<file path="src/rtl/sha256_sched_ctrl.sv">
// SHA-256 block sequencer: word intake, 64-round counter and hash-core strobes.
// Optional `abort` input enabled by defining SHA_CTRL_ABORT_EN.
module sha256_sched_ctrl #(
    parameter int unsigned ROUNDS = 64,
    parameter int unsigned WORDS  = 16
) (
    input  logic        clk,
    input  logic        reset,
    input  logic [31:0] in_data,
    input  logic        in_valid,
    input  logic        in_first,
    input  logic        in_last,
    output logic        in_ready,
    output logic [31:0] ms_data,
    output logic        ms_write_enable,
    output logic        ms_inner_busy,
    output logic [5:0]  round_idx,
    output logic        core_init,
    output logic        core_round_en,
    output logic        core_update,
    output logic        digest_valid,
    input  logic        digest_ack,
`ifdef SHA_CTRL_ABORT_EN
    input  logic        abort,
`endif
    output logic        busy
);

    localparam int unsigned CW = 6;

    typedef enum logic [2:0] {
        S_IDLE,
        S_LOAD,
        S_COMPUTE,
        S_UPDATE,
        S_DONE
    } state_t;

    state_t        state, state_nxt;
    logic [CW-1:0] cnt, cnt_nxt;
    logic          last_q, last_nxt;
    logic          open_q, open_nxt;
    logic          rst_q;
    logic          accept;

    // State, round counter and message bookkeeping
    always_ff @(posedge clk) begin
        if (reset) begin
            state  <= S_IDLE;
            cnt    <= '0;
            last_q <= 1'b0;
            open_q <= 1'b0;
            rst_q  <= 1'b1;
        end else begin
            state  <= state_nxt;
            cnt    <= cnt_nxt;
            last_q <= last_nxt;
            open_q <= open_nxt;
            rst_q  <= 1'b0;
        end
    end

    // rst_q keeps in_ready low for every cycle in which reset was sampled
    assign in_ready        = !rst_q && (state == S_IDLE || state == S_LOAD);
    assign accept          = in_valid & in_ready;
    assign ms_data         = in_data;
    assign ms_write_enable = accept;
    assign ms_inner_busy   = (state == S_COMPUTE);
    assign round_idx       = cnt;
    assign digest_valid    = (state == S_DONE);
    assign busy            = (state != S_IDLE);

    always_comb begin
        state_nxt     = state;
        cnt_nxt       = cnt;
        last_nxt      = last_q;
        open_nxt      = open_q;
        core_init     = 1'b0;
        core_round_en = 1'b0;
        core_update   = 1'b0;

        case (state)
            S_IDLE: begin
                if (accept) begin
                    core_round_en = 1'b1;
                    // An unopened message always starts from the IV
                    core_init     = in_first | ~open_q;
                    last_nxt      = in_last;
                    open_nxt      = 1'b1;
                    cnt_nxt       = CW'(1);
                    state_nxt     = S_LOAD;
                end
            end
            S_LOAD: begin
                if (accept) begin
                    core_round_en = 1'b1;
                    cnt_nxt       = cnt + CW'(1);
                    if (cnt == CW'(WORDS - 1)) begin
                        state_nxt = S_COMPUTE;
                    end
                end
            end
            S_COMPUTE: begin
                core_round_en = 1'b1;
                if (cnt == CW'(ROUNDS - 1)) begin
                    cnt_nxt   = '0;
                    state_nxt = S_UPDATE;
                end else begin
                    cnt_nxt   = cnt + CW'(1);
                end
            end
            S_UPDATE: begin
                core_update = 1'b1;
                cnt_nxt     = '0;
                if (last_q) begin
                    open_nxt  = 1'b0;
                    state_nxt = S_DONE;
                end else begin
                    state_nxt = S_IDLE;
                end
            end
            S_DONE: begin
                if (digest_ack) begin
                    state_nxt = S_IDLE;
                end
            end
            default: begin
                state_nxt = S_IDLE;
                cnt_nxt   = '0;
            end
        endcase

`ifdef SHA_CTRL_ABORT_EN
        // Abort discards the block and closes the message without touching H
        if (abort) begin
            state_nxt     = S_IDLE;
            cnt_nxt       = '0;
            last_nxt      = 1'b0;
            open_nxt      = 1'b0;
            core_init     = 1'b0;
            core_round_en = 1'b0;
            core_update   = 1'b0;
        end
`endif
    end

endmodule
</file>
<file path="config.mk">
export PLATFORM = sky130hd
export DESIGN_NAME = sha256_sched_ctrl
export DESIGN_NICKNAME = d
export VERILOG_FILES = /design/src/rtl/sha256_sched_ctrl.sv
export SDC_FILE = /design/constraint.sdc
export NUM_CORES = 1
export LEC_CHECK = 0
export ABC_AREA = 1
export BUFFER_PORTS_ARGS = -buffer_cell sky130_fd_sc_hd__buf_2
export CAP_MARGIN = 20
export CELL_PAD_IN_SITES_DETAIL_PLACEMENT = 1
export CELL_PAD_IN_SITES_GLOBAL_PLACEMENT = 2
export CORE_ASPECT_RATIO = 1.5
export CORE_MARGIN = 1.5
export CORE_UTILIZATION = 19
export DETAILED_ROUTE_END_ITERATION = 7
export HOLD_SLACK_MARGIN = 0.05
export PLACE_DENSITY_LB_ADDON = 0.1
export RECOVER_POWER = 25
export SYNTH_ARGS = -nofsm -noshare
export SYNTH_HDL_FRONTEND = slang
export SYNTH_SLANG_ARGS = --single-unit
export TNS_END_PERCENT = 30
</file>
<file path="constraint.sdc">
create_clock -name clk -period 2.7 [get_ports clk]
set_clock_uncertainty 0.15 [all_clocks]
set_input_delay 0.27 -clock clk [delete_from_list [all_inputs] [get_ports clk]]
set_output_delay 0.27 -clock clk [all_outputs]
set_load 0.02 [all_outputs]
</file>
==> results of run 1 <==
worst min-delay path: stages:
cell and delay [ns]:
buf_2 0.08, nor2_1 0.04, nor2_1 0.08
registers in the layout, indices dropped and copies added, names as in the netlist:
register / flops
rst_q: 1
state: 3
round_idx: 6
last_q: 1
open_q: 1
power by group through the flow:
stage          sequential, W  clock, W  combinational (W)
2_1_floorplan       0.000213         0           0.000236
3_3_place_gp        0.000214         0           0.000232
3_5_place_dp        0.000214         0           0.000233
4_1_cts             0.000210  0.000179           0.000233
5_1_grt             0.000212  0.000186           0.000255
6_report            0.000209  0.000170           0.000225
kinds of logic after synthesis:
kind of cell | after synthesis | synth area share
flops | 12 | 0.2471
compound gates | 14 | 0.09911
simple gates | 53 | 0.3089
fa+ha+maj | 1 | 0.01287
buf+inv | 54 | 0.3320
metrics by stage:
stage          utilization  power [W]
6_report            0.1943  0.0006040
5_1_grt             0.1943  0.0006528
4_1_cts             0.1946  0.0006227
3_3_place_gp        0.1861  0.0004458
2_1_floorplan            -  0.0004485
3_5_place_dp        0.1861  0.0004463
final cells by class:
class,instances,share of cell area
repair buffers,19,0.09881
clock buffers,3,0.04348
well taps,66,0.08696
flip-flops and latches,12,0.2530
multi-input cells,68,0.4308
inverters,22,0.08696
how the worst max path moves through the flow:
stage,start,endpoint,slack [ns],depth (start not counted)
global placement,state[2],core_init,0.91,6
CTS,state[2],core_init,0.60,6
finish,state[2],core_init,0.67,6
detailed placement,state[2],core_init,0.88,6
global route,state[2],core_init,0.48,6
floorplan,state[2],core_init,1.07,5
Yosys cell counts (2+ instances only):
master    count  area share
nand2_4       2       0.023
nor2_1       11       0.042
nor2_4        3       0.035
nand3b_1      2       0.015
o21ai_2       3       0.027
buf_4        32        0.25
nor3_1        5       0.026
nand3_2       3       0.031
inv_2         2      0.0077
nand2_1      13       0.050
a21oi_1       7       0.036
inv_1        20       0.077
nand4_1       2       0.013
dfxtp_1      12        0.25
o21ai_0       2       0.010
nand3_1       6       0.031
nand2_2       4       0.026
cell usage in the layout (no fill, tap or decap):
cell type / instances
dfxtp_1: 12
clkbuf_8: 3
inv_1: 20
o21ai_0: 2
a21oi_2: 1
buf_2: 18
nand2_4: 2
nand3_2: 3
o21ai_2: 3
nor2_2: 1
inv_2: 2
nand3b_1: 2
clkbuf_1: 1
o21ai_4: 1
nor2_4: 3
nand4_1: 2
nor2_1: 11
a21oi_1: 7
nand3_1: 6
nand2_2: 4
nand2_1: 13
nor3_2: 1
nor3_1: 5
ha_1: 1
per-layer routing:
| layer | wire, um | up-vias |
|---|---|---|
| met4 | 40 | 0 |
| li1 | - | 367 |
| met3 | 137 | 5 |
| met1 | 987 | 366 |
| met2 | 1278 | 32 |
| met5 | 0 | - |
==> run summary, run 1 <==
Run status - complete, no violations
Vias in the first global route - 786
1st-pass router iterations - 2
PortBufs - 19
Cell Area, Synth - 972.2 um2
Post-CTS Hold Fix Bufs - 0
Fin. Hold Viols - 0
Power per cell area - 636.0 nW/um2
CTS sink cnt - 12
Psw - 0.0002402 W
Unique masters post-synth - 22
Met3 usage - 0.04011
Final Max Tran Viols - 0
Startpoint type of the worst setup path - flip-flop
Initial antenna violation count - 0
Fin worst setup slack - 0.6692 ns
Largest net degree at the start of global routing - 10
Remaining global-route overflow - 0
Routed WL per cell - 12.86 um
CTS root buf - clkbuf_8
Leak - 0.4386 nW
Final Setup Violations - 0
Final min period - 2.031 ns
Drt total wl - 2443 um
Routed Antenna Nets - 0
Cell count after synthesis - 134
Core Area - 4887 um2
R2R Path End - round_idx[3]
Place WS - 0.8838 ns
CTS Buffer Depth - 2
Global routing's busiest layer - met2
Die X - 61.41 um
Synth Register Bits - 12
Period utilisation layout - 0.7521
Die Y - 90.61 um
Slowest stage cell, crit path - dfxtp_1
Crit Path Class - reg -> out
Reg power frac - 0.346
Reported max-cap violation count - 0
Crit. End Element - primary output
CP arrival - 1.61 ns
Ys Warns - 0
FFs w/ async S/R, synth - 0
CP max FO - 5
Via/cell ratio - 4.053
Sw frac - 0.3977
CP Cell Sequence - nor2_4 -> nand3_2 -> nor2_1 -> inv_1 -> a21oi_1 -> buf_2
Hold path startpoint - in_last
RSZ-0062 raised after global routing - no
Clock network fraction of design power - 0.281
Measured slew at the worst slew-check pin - 0.4248 ns
Cts repair resizes - 0
Crit path largest cell delay - 0.38 ns
Rows - 31
Drt drc - 0
Hold path cells - 3
Total Nets Final - 165
Initial DRC count - 30
Share of cells above drive strength 1 - 0.3387
# fillers - 626
Worst endpoint required time - 2.28 ns
Total GRT Usage - 0.09521
Initial Util - 0.1989
Crit path buffers/inverters - 2
Area of the multi-input gates - 409.1 um2
Vias after detailed routing - 770
Placed standard-cell area - 909.6 um2
Reg-to-reg critical path startpoint - round_idx[1]
GR Layer Usage met2 - 0.1578
Fin area - 949.7 um2
Met1 Use GR - 0.1058
TritonCTS clock tree - done
Mapped Avg Cell Area - 7.255 um2
WHS Endpoint - last_q
Max Clock Freq - 0.4924 GHz
Hpwl dp - 2000 um
Reg2Reg Setup Slack - 1.09 ns
ANT cells - 0
Clock-pin transition on the worst setup and hold timing paths - 0.05 ns
Num ports - 84
Comb pwr share - 0.373
Worst Hold Class - in -> reg
CP delay by family, top - simple AND/OR/NAND/NOR gates
Die ar. - 5564 um2
FF-to-FF path depth - 6
Post-CTS setup buffers - 0
GP Congestion - 0.7150
Global-route wire length before repair - 3926 um
Mapped Nets - 173
Worst skew pair latency - 0.25 ns
CTS H-tree lvls - 1
Sequential fraction of the synthesis area - 0.2471
Pint - 0.0003637 W
Slew headroom - 0.7168
Sequential cell area - 240.2 um2
Number of synthesized flops with an enable pin - 0
Total Neg Setup Slack - 0 ns
Layout Cells excl Fill - 190
Num CTS Buffers - 3
Max VDD drop - 162.3 uV
Layout area overhead - -2.317%
Placed Instances - 187
Hold_ws - 0.1034 ns
Predominant post-synthesis flop cell - dfxtp_1
Power figures use the tool's default switching activity.
==> inputs of run 2 (changes only) <==
--- a/config.mk
+++ b/config.mk
@@ -12,7 +12,7 @@
 export CELL_PAD_IN_SITES_GLOBAL_PLACEMENT = 2
 export CORE_ASPECT_RATIO = 1.5
 export CORE_MARGIN = 1.5
-export CORE_UTILIZATION = 19
+export CORE_UTILIZATION = 17
 export DETAILED_ROUTE_END_ITERATION = 7
 export HOLD_SLACK_MARGIN = 0.05
 export PLACE_DENSITY_LB_ADDON = 0.1
==> constraint.sdc (replaced) <==
create_clock -name clk -period 2.1 [get_ports clk]
set_clock_uncertainty 0.15 [all_clocks]
set_input_delay 0.21 -clock clk [delete_from_list [all_inputs] [get_ports clk]]
set_output_delay 0.21 -clock clk [all_outputs]
set_load 0.02 [all_outputs]
==> run 2 against run 1 <==
Against the previous run:
- via count shrank 0.65%
- sequential power up 28%
- first-iteration DRC count decreased by 37%
- largest power group unchanged
- hold slack improved by 0.071 ns
- critical endpoint unchanged
- combinational power is 31% higher
- final cell count grew 3.7%
- cell area increased by 4.5%
- critical path depth unchanged
==> run summary, run 2 (synthesis results as in run 1) <==
Global-route wire length before repair - 4222 um
Routed Antenna Nets - 0
Num ports - 84
Post-CTS setup buffers - 0
Hpwl dp - 2179 um
Run status - complete, no violations
Most common cell after layout, fill and taps aside - inv_1
Worst Hold Class - in -> reg
Die X - 64.75 um
Initial DRC count - 19
RSZ-0062 raised after global routing - no
Vias in the first global route - 855
Die ar. - 6191 um2
PortBufs - 19
Routed WL per cell - 13.21 um
Total Nets Final - 167
Clock-pin transition on the worst setup and hold timing paths - 0.06 ns
Hold_ws - 0.1741 ns
GP Congestion - 0.7034
CTS sink cnt - 12
Fin. Hold Viols - 0
Total Neg Setup Slack - 0 ns
TritonCTS clock tree - done
Total GRT Usage - 0.09295
Power per cell area - 827.3 nW/um2
Crit path largest cell delay - 0.38 ns
Layout area overhead - 2.059%
Largest net degree at the start of global routing - 10
Final min period - 1.918 ns
Remaining global-route overflow - 0
Share of cells above drive strength 1 - 0.3543
Placed standard-cell area - 914.6 um2
# fillers - 675
1st-pass router iterations - 3
CTS root buf - clkbuf_8
Vias after detailed routing - 765
Rows - 33
Initial Util - 0.1770
CP arrival - 1.56 ns
Drt total wl - 2602 um
Die Y - 95.62 um
Slew headroom - 0.8132
Drt drc - 0
Reported max-cap violation count - 0
Final Max Tran Viols - 0
Max Clock Freq - 0.5213 GHz
Num CTS Buffers - 3
Startpoint type of the worst setup path - flip-flop
ANT cells - 0
Period utilisation layout - 0.9136
CTS H-tree lvls - 1
Measured slew at the worst slew-check pin - 0.2781 ns
Crit path buffers/inverters - 2
Crit Path Class - reg -> out
Slowest stage cell, crit path - dfxtp_1
Initial antenna violation count - 0
CP Cell Sequence - nor2_4 -> nand3_2 -> nor2_2 -> inv_1 -> a21oi_1 -> buf_2
Fin area - 992.2 um2
Final Setup Violations - 0
Crit. End Element - primary output
Leak - 0.4567 nW
Fin worst setup slack - 0.1815 ns
Worst endpoint required time - 1.74 ns
Core Area - 5492 um2
Largest register FFs - 6
Worst skew pair latency - 0.24 ns
Place WS - 0.3259 ns
CP max FO - 5
Most frequent cells in the layout - inv_1 (20), buf_2 (19), nand2_1 (13)
Max VDD drop - 212.6 uV
CP delay by family, top - simple AND/OR/NAND/NOR gates
CTS Buffer Depth - 2
Via/cell ratio - 3.883
[run 2: cell count changes in the layout (fill, tap and decap cells not counted), sizes merged]
cell,before,now
dlygate4sd3,0,2
buf,18,19
[run 2: worst paths after layout]
check | slack (ns) | to | depth (start not counted) | from
setup / recovery | 0.18 | core_init | 6 | state[2]
setup reg to reg | 0.51 | round_idx[2] | 6 | round_idx[1]
hold reg to reg | 0.32 | open_q | 2 | open_q
hold / removal | 0.17 | state[2] | 4 | digest_ack
[run 2: worst min-delay path, cell delays in order]
cell	delay, ns
buf_2	0.08
inv_1	0.03
nand4_1	0.13
a21oi_1	0.07
[run 2: layout make-up]
type / count / area, um2 / area share
clock buffer: 4 / 55.05 / 0.05549
inverter: 22 / 82.58 / 0.08323
multi-input combinational: 68 / 411.6 / 0.4149
sequential: 12 / 240.2 / 0.2421
tap: 70 / 87.58 / 0.08827
timing repair buffer: 21 / 115.1 / 0.1160
[run 2: what timing repair did]
| action | CTS | global route |
|---|---|---|
| hold buffers | 2 | 0 |
| setup endpoints to repair | 0 | 1 |
| resized for setup | 0 | 1 |
| hold endpoints to repair | 2 | 0 |
[run 2: report_power, final]
group	switching [W]	total [W]	internal, W
sequential	0.0000209	0.000268	0.000248
combinational	0.000199	0.000295	0.0000963
clock	0.0000915	0.000257	0.000166
total	0.000311	0.000821	0.000510
[run 2: per-layer routing]
layer  vias to the layer above  track usage  part of all wire
met5                         -            0                 0
met4                         0      0.04787             0.011
met3                         2      0.03188             0.070
met2                        32       0.1667              0.55
met1                       359      0.09422              0.36
li1                        372            -                 -
[run 2: metrics by stage]
stage	power (W)	utilization	cells
after global routing	0.0008848	0.1807	197
after detailed placement	0.0005733	0.1666	191
after floorplan	0.0005767	-	134
final	0.0008208	0.1807	197
after global placement	0.0005708	0.1666	191
after CTS	0.0008423	0.1802	197
==> inputs of run 3 (changes only) <==
--- a/config.mk
+++ b/config.mk
@@ -10,7 +10,6 @@
 export CAP_MARGIN = 20
 export CELL_PAD_IN_SITES_DETAIL_PLACEMENT = 1
 export CELL_PAD_IN_SITES_GLOBAL_PLACEMENT = 2
-export CORE_ASPECT_RATIO = 1.5
 export CORE_MARGIN = 1.5
 export CORE_UTILIZATION = 17
 export DETAILED_ROUTE_END_ITERATION = 7
==> run 3 against run 2 <==
Against the previous run:
- combinational power hardly changed
- global-route usage is 0.77 points lower
- worst setup slack worse by 0.0055 ns
- critical path type unchanged
- non-clock buffer count is 1 lower
- largest cell class unchanged
- flip-flop and latch count stayed put
==> run summary, run 3 (synthesis results as in run 1) <==
Largest net degree at the start of global routing - 10
Initial DRC count - 20
Worst Hold Class - in -> reg
Num ports - 84
Remaining global-route overflow - 0
Routed Antenna Nets - 0
Reported max-cap violation count - 0
CP arrival - 1.56 ns
Slew headroom - 0.8312
Crit path largest cell delay - 0.38 ns
Measured slew at the worst slew-check pin - 0.2529 ns
Run status - complete, no violations
Leak - 0.4525 nW
TritonCTS clock tree - done
Routed WL per cell - 12.33 um
Total GRT Usage - 0.08521
Layout Cells excl Fill - 198
Die ar. - 6181 um2
Area of the multi-input gates - 411.6 um2
Max Clock Freq - 0.5198 GHz
Final min period - 1.924 ns
Hpwl dp - 2039 um
Die Y - 78.62 um
CTS sink cnt - 12
RSZ-0062 raised after global routing - no
Crit. End Element - primary output
Vias in the first global route - 819
GP Congestion - 0.6680
Core Area - 5507 um2
Placed Instances - 193
Via/cell ratio - 3.808
Total Neg Setup Slack - 0 ns
CP delay by family, top - simple AND/OR/NAND/NOR gates
Worst endpoint required time - 1.74 ns
Initial antenna violation count - 0
Sequential cell area - 240.2 um2
Largest register FFs - 6
PortBufs - 19
Crit Path Class - reg -> out
CTS root buf - clkbuf_8
CP max FO - 5
CTS H-tree lvls - 1
Die X - 78.62 um
Final Setup Violations - 0
1st-pass router iterations - 3
Period utilisation layout - 0.9162
CTS Buffer Depth - 2
# fillers - 682
Slowest stage cell, crit path - dfxtp_1
Most frequent cells in the layout - inv_1 (20), buf_2 (19), nand2_1 (13)
Final Core Density - 0.1788
Worst skew pair latency - 0.25 ns
Max VDD drop - 188.6 uV
Clock-pin transition on the worst setup and hold timing paths - 0.06 ns
Initial Util - 0.1766
Most common cell after layout, fill and taps aside - inv_1
Startpoint type of the worst setup path - flip-flop
Rows - 27
ANT cells - 0
Global-route wire length before repair - 4015 um
Drt total wl - 2442 um
Fin. Hold Viols - 0
Power per cell area - 847.3 nW/um2
Drt drc - 0
Vias after detailed routing - 754
Layout area overhead - 1.287%
Total Nets Final - 166
CP Cell Sequence - nor2_4 -> nand3_2 -> nor2_2 -> inv_1 -> a21oi_1 -> buf_2
Share of cells above drive strength 1 - 0.3571
Crit path buffers/inverters - 2
Final Max Tran Viols - 0
Num CTS Buffers - 3
## run 3: changes by cell type in the layout (fill, tap and decap cells not counted), sizes merged
cell,before,now
dlygate4sd3,2,1
## run 3: worst paths after layout
kind | startpoint | to | slack, ns | cells after the start
setup / recovery | state[2] | core_init | 0.18 | 6
hold / removal | in_last | last_q | 0.05 | 3
setup reg to reg | round_idx[0] | round_idx[2] | 0.49 | 6
hold reg to reg | open_q | open_q | 0.32 | 2
## run 3: tightest hold or removal path, cell delays in order
cell,delay [ns]
buf_2,0.08
nor2_1,0.03
nor2_1,0.09
## run 3: cell type report
cell class              instances  share of cell area
clock buffers                   4             0.05591
inverters                      22             0.08386
well taps                      72             0.09149
multi-input cells              68              0.4180
flip-flops and latches         12              0.2440
repair buffers                 20              0.1067
## run 3: report_power, final
group	internal [W]	switching [W]	total, W
Combinational	0.0000953	0.000198	0.000293
Sequential	0.000247	0.0000210	0.000269
Clock	0.000166	0.000106	0.000273
Total	0.000509	0.000325	0.000834
## run 3: per-stage QoR
stage / power, W / instance area (um2) / worst slack, ns / hold WS (ns)
CTS: 0.0008521 / 982.2 / 0.04526 / 0.05018
finish: 0.0008343 / 984.7 / 0.1760 / 0.05235
global route: 0.0008902 / 984.7 / 0.04035 / 0.06349
global placement: 0.0005722 / 917.1 / 0.3461 / 0.2702
floorplan: 0.0005767 / 972.2 / 0.5083 / 0.08772
detailed placement: 0.0005708 / 917.1 / 0.3291 / 0.2702
## run 3: metal layers
layer | vias up | global-route usage | share of wire
met5 | - | 0 | 0
met4 | 0 | 0.05536 | 0.028
met3 | 11 | 0.01860 | 0.066
met2 | 24 | 0.1474 | 0.47
met1 | 345 | 0.09299 | 0.44
li1 | 374 | - | -
## run 3: timing repair
item                                    4_1_cts  5_1_grt
setup buffers                                 0        0
hold endpoints to repair                      1        0
resized for setup                             0        1
hold buffers                                  1        0
endpoints found under the setup margin        0        1
